`config.mk`:
```
export PLATFORM = sky130hd
export DESIGN_NAME = dac_sample_sequencer
export DESIGN_NICKNAME = d
export VERILOG_FILES = /design/src/rtl/dac_sample_sequencer_pkg.sv /design/src/rtl/dac_sample_sequencer_fifo.sv /design/src/rtl/dac_sample_sequencer.sv
export SDC_FILE = /design/constraint.sdc
export NUM_CORES = 1
export LEC_CHECK = 0
export CORE_ASPECT_RATIO = 1.25
export CORE_MARGIN = 2
export CORE_UTILIZATION = 30
export DETAILED_ROUTE_END_ITERATION = 8
export PLACE_DENSITY = 0.53
export SLEW_MARGIN = 20
export SYNTH_ARGS = -nofsm -noshare
export SYNTH_HDL_FRONTEND = slang
export SYNTH_HIERARCHICAL = 1
export SYNTH_SLANG_ARGS = --single-unit
```
`constraint.sdc`:
```
create_clock -name i_Clock -period 4.3 [get_ports i_Clock]
set_input_delay 0.43 -clock i_Clock [delete_from_list [all_inputs] [get_ports i_Clock]]
set_output_delay 0.43 -clock i_Clock [all_outputs]
set_load 0.01 [all_outputs]
```
`src/rtl/dac_sample_sequencer_pkg.sv`:
```
// Shared definitions for the DAC sample sequencer: FSM encoding and default
// DAC command/idle codes.
package dac_sample_sequencer_pkg;

  typedef enum logic [1:0] {
    ST_IDLE     = 2'd0,
    ST_WAIT_RDY = 2'd1,
    ST_ISSUE    = 2'd2
  } seq_state_t;

  localparam logic [7:0]  DEFAULT_CMD_BYTE  = 8'h31;
  localparam logic [15:0] DEFAULT_IDLE_CODE = 16'h8000;
  localparam int          SAMPLE_W          = 16;

endpackage

```
`src/rtl/dac_sample_sequencer_fifo.sv`:
```
// Power-of-two sample FIFO; head is read combinationally so a pop and the
// corresponding data capture happen on the same edge.
module sample_fifo #(
  parameter int DEPTH = 8,
  parameter int WIDTH = 16
) (
  input  logic                     i_Clock,
  input  logic                     i_Reset_n,
  input  logic                     push,
  input  logic [WIDTH-1:0]         push_data,
  input  logic                     pop,
  output logic [WIDTH-1:0]         head,
  output logic [$clog2(DEPTH):0]   level,
  output logic                     full,
  output logic                     empty
);

  localparam int AW = $clog2(DEPTH);
  localparam logic [AW:0] FULL_LEVEL = DEPTH[AW:0];

  logic [WIDTH-1:0] mem [DEPTH];
  logic [AW-1:0]    wr_ptr_reg;
  logic [AW-1:0]    rd_ptr_reg;
  logic [AW:0]      level_reg;
  logic             do_push;
  logic             do_pop;

  assign full    = (level_reg == FULL_LEVEL);
  assign empty   = (level_reg == '0);
  assign do_push = push && !full;
  assign do_pop  = pop && !empty;
  assign level   = level_reg;
  assign head    = mem[rd_ptr_reg];

  // Storage carries no reset; emptiness is defined by the pointers alone.
  always_ff @(posedge i_Clock) begin
    if (do_push) mem[wr_ptr_reg] <= push_data;
  end

  always_ff @(posedge i_Clock or negedge i_Reset_n) begin
    if (!i_Reset_n) begin
      wr_ptr_reg <= '0;
      rd_ptr_reg <= '0;
      level_reg  <= '0;
    end else begin
      if (do_push) wr_ptr_reg <= wr_ptr_reg + 1'b1;
      if (do_pop)  rd_ptr_reg <= rd_ptr_reg + 1'b1;
      case ({do_push, do_pop})
        2'b10:   level_reg <= level_reg + 1'b1;
        2'b01:   level_reg <= level_reg - 1'b1;
        default: level_reg <= level_reg;
      endcase
    end
  end

endmodule

```
`src/rtl/dac_sample_sequencer.sv`:
```
// Paces FIFO samples out to a DAC SPI stage at a fixed tick rate, repeating
// the last sample on underrun and flagging late ticks.
module dac_sample_sequencer
  import dac_sample_sequencer_pkg::*;
#(
  parameter int          DEPTH     = 8,
  parameter int          RATE_DIV  = 480,
  parameter logic [7:0]  CMD_BYTE  = DEFAULT_CMD_BYTE,
  parameter logic [15:0] IDLE_CODE = DEFAULT_IDLE_CODE
) (
  input  logic                       i_Clock,
  input  logic                       i_Reset_n,
  input  logic                       i_Enable,
  input  logic [SAMPLE_W-1:0]        i_Sample,
  input  logic                       i_Valid,
  output logic                       o_Ready,
  input  logic                       i_DAC_Ready,
  output logic [23:0]                o_DAC_Data,
  output logic                       o_DAC_Send,
  output logic [$clog2(DEPTH):0]     o_Level,
  output logic                       o_Underrun,
  output logic                       o_Late,
  input  logic                       i_Clear_Flags
);

  localparam int             CW       = $clog2(RATE_DIV);
  localparam logic [CW-1:0]  CNT_LAST = CW'(RATE_DIV - 1);

  logic [CW-1:0]       rate_cnt_reg;
  logic                tick;
  seq_state_t          state_reg;
  seq_state_t          state_next;
  logic                late_set;
  logic                issue_load;
  logic                under_set;
  logic                fifo_full;
  logic                fifo_empty;
  logic [SAMPLE_W-1:0] fifo_head;
  logic [23:0]         dac_data_reg;
  logic [SAMPLE_W-1:0] last_sample_reg;
  logic                underrun_reg;
  logic                late_reg;

  always_ff @(posedge i_Clock or negedge i_Reset_n) begin
    if (!i_Reset_n)                   rate_cnt_reg <= '0;
    else if (!i_Enable)               rate_cnt_reg <= '0;
    else if (rate_cnt_reg == CNT_LAST) rate_cnt_reg <= '0;
    else                              rate_cnt_reg <= rate_cnt_reg + 1'b1;
  end

  assign tick = i_Enable && (rate_cnt_reg == CNT_LAST);

  always_ff @(posedge i_Clock or negedge i_Reset_n) begin
    if (!i_Reset_n) state_reg <= ST_IDLE;
    else            state_reg <= state_next;
  end

  // A tick seen while already waiting is absorbed: one send per pending request.
  always_comb begin
    state_next = state_reg;
    late_set   = 1'b0;
    case (state_reg)
      ST_IDLE: begin
        if (tick) state_next = i_DAC_Ready ? ST_ISSUE : ST_WAIT_RDY;
      end
      ST_WAIT_RDY: begin
        if (!i_Enable)        state_next = ST_IDLE;
        else if (i_DAC_Ready) state_next = ST_ISSUE;
        else if (tick)        late_set   = 1'b1;
      end
      ST_ISSUE: state_next = ST_IDLE;
      default:  state_next = ST_IDLE;
    endcase
  end

  assign issue_load = (state_next == ST_ISSUE);
  assign under_set  = issue_load && fifo_empty;

  sample_fifo #(
    .DEPTH (DEPTH),
    .WIDTH (SAMPLE_W)
  ) u_fifo (
    .i_Clock   (i_Clock),
    .i_Reset_n (i_Reset_n),
    .push      (i_Valid),
    .push_data (i_Sample),
    .pop       (issue_load),
    .head      (fifo_head),
    .level     (o_Level),
    .full      (fifo_full),
    .empty     (fifo_empty)
  );

  always_ff @(posedge i_Clock or negedge i_Reset_n) begin
    if (!i_Reset_n) begin
      dac_data_reg    <= {CMD_BYTE, IDLE_CODE};
      last_sample_reg <= IDLE_CODE;
    end else if (issue_load) begin
      if (!fifo_empty) begin
        dac_data_reg    <= {CMD_BYTE, fifo_head};
        last_sample_reg <= fifo_head;
      end else begin
        dac_data_reg    <= {CMD_BYTE, last_sample_reg};
      end
    end
  end

  // Setting events take priority over a coincident clear.
  always_ff @(posedge i_Clock or negedge i_Reset_n) begin
    if (!i_Reset_n) begin
      underrun_reg <= 1'b0;
      late_reg     <= 1'b0;
    end else begin
      if (under_set)          underrun_reg <= 1'b1;
      else if (i_Clear_Flags) underrun_reg <= 1'b0;
      if (late_set)           late_reg     <= 1'b1;
      else if (i_Clear_Flags) late_reg     <= 1'b0;
    end
  end

  assign o_DAC_Send = (state_reg == ST_ISSUE);
  assign o_DAC_Data = dac_data_reg;
  assign o_Ready    = !fifo_full;
  assign o_Underrun = underrun_reg;
  assign o_Late     = late_reg;

endmodule

```
* Yosys cells after proc, flatten, opt, wreduce, memory -nomap -nowiden *
Memories as Yosys holds them, arrays and structs flattened.
Cells that the tools add are included.

storage, ports and cells
  bits in read-only memories = 0
  memories kept = 1
  output and inout bits = 32
  bits in latches = 0
  bits in registers = 63
  RAM bits = 128

memory list
  memory      words  bits a word  rd ports  clocked after memory_dff  wr ports  line                             RTL
  u_fifo.mem  8      16           1         0                         1         dac_sample_sequencer_fifo.sv:21  logic [WIDTH-1:0] mem [DEPTH];

cells by class
  reductions and logical operators = 12
  shift-type cells = 0
  multipliers = 0
  $lt $le $gt $ge = 0
  add/subtract/negate cells = 5
  muxes and demuxes = 18
  equal/unequal tests = 7
  bitwise logic cells = 1
  div/mod/pow operators = 0

operators with widths
  cell                                                                   number
  9-bit two-way mux                                                      2
  16-bit two-way mux                                                     1
  9-bit by 1-bit adder with 9-bit output, second input constant          1
  9-bit equality test, second input constant                             1
  1-bit two-way mux                                                      9
  2-bit two-way mux                                                      4
  4-bit one-hot mux with 2 select lines                                  1
  3-bit by 1-bit adder with 3-bit output, second input constant          2
  2-bit equality test, second input constant                             3
  2-bit nonzero test                                                     3
  4-bit by 1-bit adder with 4-bit output, second input constant          1
  2-bit by 1-bit equality test with 1-bit output, second input constant  2
  4-bit equality test, second input constant                             1
  1-bit logical AND                                                      4
  4-bit logical NOT                                                      1
  2-bit one-hot mux with 2 select lines                                  1
  4-bit by 1-bit subtractor with 4-bit output, second input constant     1
  1-bit logical NOT                                                      2
  2-bit logical NOT                                                      1
  2-bit AND reduction                                                    1
  1-bit inverter                                                         1

* Logic depth before layout (Yosys ltp) *
Gate-level depths: netlist (run 1).

  depth after elaboration = 8
  depth in mapped cells = 14
  mapped depth without buffers = 12

* Cells and area by module *
The synthesis (run 1) kept the hierarchy.

modules (own cells, without submodules)
  module                instances  cells an instance  area an instance (um^2)
  sample_fifo           1          253                5557.8
  dac_sample_sequencer  1          173                2088.3

* Least setup slack after synthesis (run 1) *
Ideal clock, no wire load.

  path type = flip-flop to flip-flop
  from = register rate_cnt_reg[0]
  to = register u_fifo.level_reg[3] (netlist: u_fifo/level[3])
  data arrival time = 3.375 ns
  path slack = 0.792 ns
  data required time = 4.166 ns
  setup time = 0.134 ns
  path buffers = 2
  cell stages (with the launch flop) = 15
  period minus slack after synthesis = 3.508 ns
  path through = dfrtp_1 > ha_1 > and4_4 > a21oi_4 > or2_2 > clkbuf_1 > clkbuf_1 > inv_1 > o41ai_1 > inv_1 > ha_1 > ha_1 > or4b_2 > o311ai_0 > o211ai_1

on the way
  cells in the longest elaborated chain, start to end = 8
  elaborated cells on any way between the ends = 10
  those cells by class = eq/ne (4); mux (3); reduce/logical (3)

ends and longest elaborated chain
  item                                                                                          line                             RTL
  start: declaration                                                                            dac_sample_sequencer.sv:29       logic [CW-1:0] rate_cnt_reg;
  start signal: assignment                                                                      dac_sample_sequencer.sv:48       else rate_cnt_reg <= rate_cnt_reg + 1'b1;
  9-bit equality test (*)                                                                       dac_sample_sequencer.sv:51       assign tick = i_Enable && (rate_cnt_reg == CNT_LAST);
  1-bit logical AND (*)                                                                         dac_sample_sequencer.sv:51
  2-bit two-way mux (*)                                                                         dac_sample_sequencer.sv:64       if (tick) state_next = i_DAC_Ready ? ST_ISSUE : ST_WAIT_RDY;
  2-bit one-hot mux with 2 select lines (*)                                                     dac_sample_sequencer.sv:62       case (state_reg)
  2-bit equality test (*)                                                                       dac_sample_sequencer.sv:76       assign issue_load = (state_next == ST_ISSUE);
  via issue_load                                                                                dac_sample_sequencer.sv:34       logic issue_load;
  1-bit logical AND (*)                                                                         dac_sample_sequencer_fifo.sv:31  assign do_pop = pop && !empty;
  via u_fifo.do_pop                                                                             dac_sample_sequencer_fifo.sv:26  logic do_pop;
  2-bit by 1-bit equality test with 1-bit output / 2-bit equality test (equally long branches)  dac_sample_sequencer_fifo.sv:48  case ({do_push, do_pop})
  4-bit one-hot mux with 2 select lines / 2-bit nonzero test (equally long branches)            n/a
  end signal: assignment                                                                        dac_sample_sequencer_fifo.sv:49  2'b10: level_reg <= level_reg + 1'b1;
  end signal: assignment                                                                        dac_sample_sequencer_fifo.sv:50  2'b01: level_reg <= level_reg - 1'b1;
  end signal: assignment                                                                        dac_sample_sequencer_fifo.sv:51  default: level_reg <= level_reg;
  end: declaration                                                                              dac_sample_sequencer_fifo.sv:24  logic [AW:0] level_reg;

The timed path passes the listed nets; every way through them passes the cells marked *.
A chain may end at the register's enable or synchronous reset.

* Worst setup path after layout (run 1) *
Same ends and word-level chain as after synthesis.

==> results of run 1 <==
layout make-up:
type,instances,area share (%)
Sequential cell,183,57.8
Multi-Input combinational cell,211,25.0
Timing Repair Buffer,56,5.85
Clock buffer,17,4.71
Tap cell,335,4.64
Clock inverter,15,1.52
Inverter,11,0.457
cells by family after synthesis:
logic type | count (synthesis)
DFF | 183
muxes | 84
and+or+nand+nor | 58
AOI/OAI and AO/OA | 42
buffers and inverters | 38
xor gates and xnor gates | 12
adders and majority gates | 7
other | 2
layer usage:
| layer | routed length, um | vias up | global-route usage (%) |
|---|---|---|---|
| li1 | - | 1764 | - |
| met1 | 6190 | 1995 | 13.3 |
| met2 | 7880 | 71 | 21.2 |
| met3 | 444 | 17 | 2.23 |
| met4 | 248 | 0 | 4.54 |
| met5 | 0 | - | 0 |
final timing paths:
path	start	to	slack [ps]	depth (start not counted)
max in group asynchronous	i_Reset_n	last_sample_reg[4]	3700	2
max	rate_cnt_reg[0]	u_fifo/level[3]	540	12
min in group i_Clock	o_Late	o_Late	500	2
min reg2reg	o_Late	o_Late	500	2
min	i_Reset_n	rate_cnt_reg[2]	130	2
max reg2reg	rate_cnt_reg[0]	u_fifo/level[3]	540	12
Yosys cell counts (8+ instances only):
master and instances:
edfxtp_1 128, dfrtp_1 53, o21ai_0 33, mux4_1 25, mux2_2 24, mux2i_1 18, nor2_1 13, inv_1 11
nand2_1 11, mux2_4 10, nand3_1 9, buf_4 8, xnor2_1 8
power by group:
part | total (W) | leakage (nW) | internal, W | switching [W]
clock | 0.00147 | 0.262 | 0.000765 | 0.000705
combinational | 0.000635 | 1.07 | 0.000275 | 0.000360
sequential | 0.00224 | 1.89 | 0.00213 | 0.000115
total | 0.00435 | 3.22 | 0.00317 | 0.00118
metrics by stage:
stage          hold WS (ps)  power, W  instances  cell area [um^2]
3_3_place_gp            476   0.00290        796              8470
2_1_floorplan           134   0.00261        432              7670
5_1_grt                 188   0.00454        828              9030
6_report                132   0.00435        828              9030
3_5_place_dp            494   0.00294        796              8470
4_1_cts                 153   0.00441        828              9030
critical path, delay by kind of cell, from the launching register on:
kind	cells	cell delay, ps
compound gates	4	750
fa+ha+maj	3	950
buf+inv	2	250
flops	1	420
simple gates	3	1260
==> results.tsv, run 1 <==
metric	value	unit
status	finished, final reports clean	
syn-cell-area	7650	um^2
hold_violations	0	
ys.flop_type	edfxtp_1	
area_growth	18.1	%
ioPinCount	54	
diodes	0	
max_slew_margin	27.4	%
regArea	5220	um^2
p_leak	3.22	nW
cp_cell_sequence	ha_1, and4_4, a21oi_4, or2_2, inv_1, o41ai_1, inv_1, ha_1, ha_1, or4b_2, o311ai_0, o211ai_1	
post_cts_resized	0	
critPathMostFrequentCell	ha_1	
synth_edf_count	128	
wl_per_cell	17.8	um
grt_max_degree	56	
p_per_area	482	nW/um^2
rsz0062_at_grt	false	
hold_class	in -> async	
root_buffer	clkbuf_16	
final_layout_size_suffix_gt1_share	20.9	%
drv_slew	0	
cts.clk_slew.worst_paths	70	ps
ys_ff_latch	183	
drt_iter0_markers	179	
clock_latency	430	ps
via_per_inst	4.65	
nFillCells	2310	
port_buffers	45	
antenna_found_initial	1	
worstMarginPinSlew	1090	ps
die_area	26800	um^2
cap_violations	0	
die_h	182	um
cts_buffers	17	
cts_tree	yes	
cts.sinks	183	
synthesis.instances	426	
worstSetupStartpointType	flop	
pre_cts_slack	541	ps
cts_max_level	4	
synth-seq-area-share	68.3	%
yosys.area.top_type	edfxtp_1	
via_count	3847	
initial_utilization	30.4	%
core-area	25100	um^2
synth_compound_area_share	3.21	%
drt-pass1-iter-count	4	
final_util	35.9	%
die_w	147	um
rows	65	
muxShareOfSynthArea	18.5	%
multiInputGateArea	2260	um^2
cp-end-kind	flop	
largest_reg_flops	128	
critPathRequiredTime	4590	ps
synth.distinct_cells	46	
timing.final.crit_share	87.4	%
clock_path_buffers	2	
cts_setup_buffers	0	
synth_top_area_share	50.3	%
setup_viol	0	
period_minus_slack	3760	ps
dp.final_hpwl	9300	um
worstSetupPathType	reg -> reg	
fin_nets	509	
drcViolationCount	0	
syn_avg_cell_area	17.9	um^2
irDropWorstVdd	0.000187	V
wirelength	14800	um
synth_top_family_by_area	multiplexers	
synthTopCellsByArea	edfxtp_1 (50%), dfrtp_1 (17%), mux4_1 (8.6%)	
fmax	266	MHz
synth-simple-area-share	4.22	%
track_usage	11.6	%
setup_slack	542	ps
synthArstFlopShare	30.1	%
tns	0	ps
crit_path_top_delay_cell	or4b_2	
synth_fa_ha_area_share	1.24	%
postRouteAntennaNets	0	
grt_pass1_vias	4166	
hold_buffers	0	
ys.warnings.count	6	
grt_overflow	0	
fin_skew	9.91	ps
max_stage_delay	680	ps
grt_pass1_wl	23400	um
crit_fanout	19	
synthXorXnorAreaFrac	1.37	%
crit_arrival	4050	ps
layout_common_cells	edfxtp_1 (128), dfrtp_1 (53), clkdlybuf4s50_1 (44)	
final_common_cell	edfxtp_1	
place_congestion	0.717	
Note: power is estimated with default switching activity, not from simulation.
==> run 2, diff against run 1 <==
SLEW_MARGIN = unset   (was 20)
==> results of run 2 <==
Same layout as run 1: the final DEF is identical, and so are final timing and power.
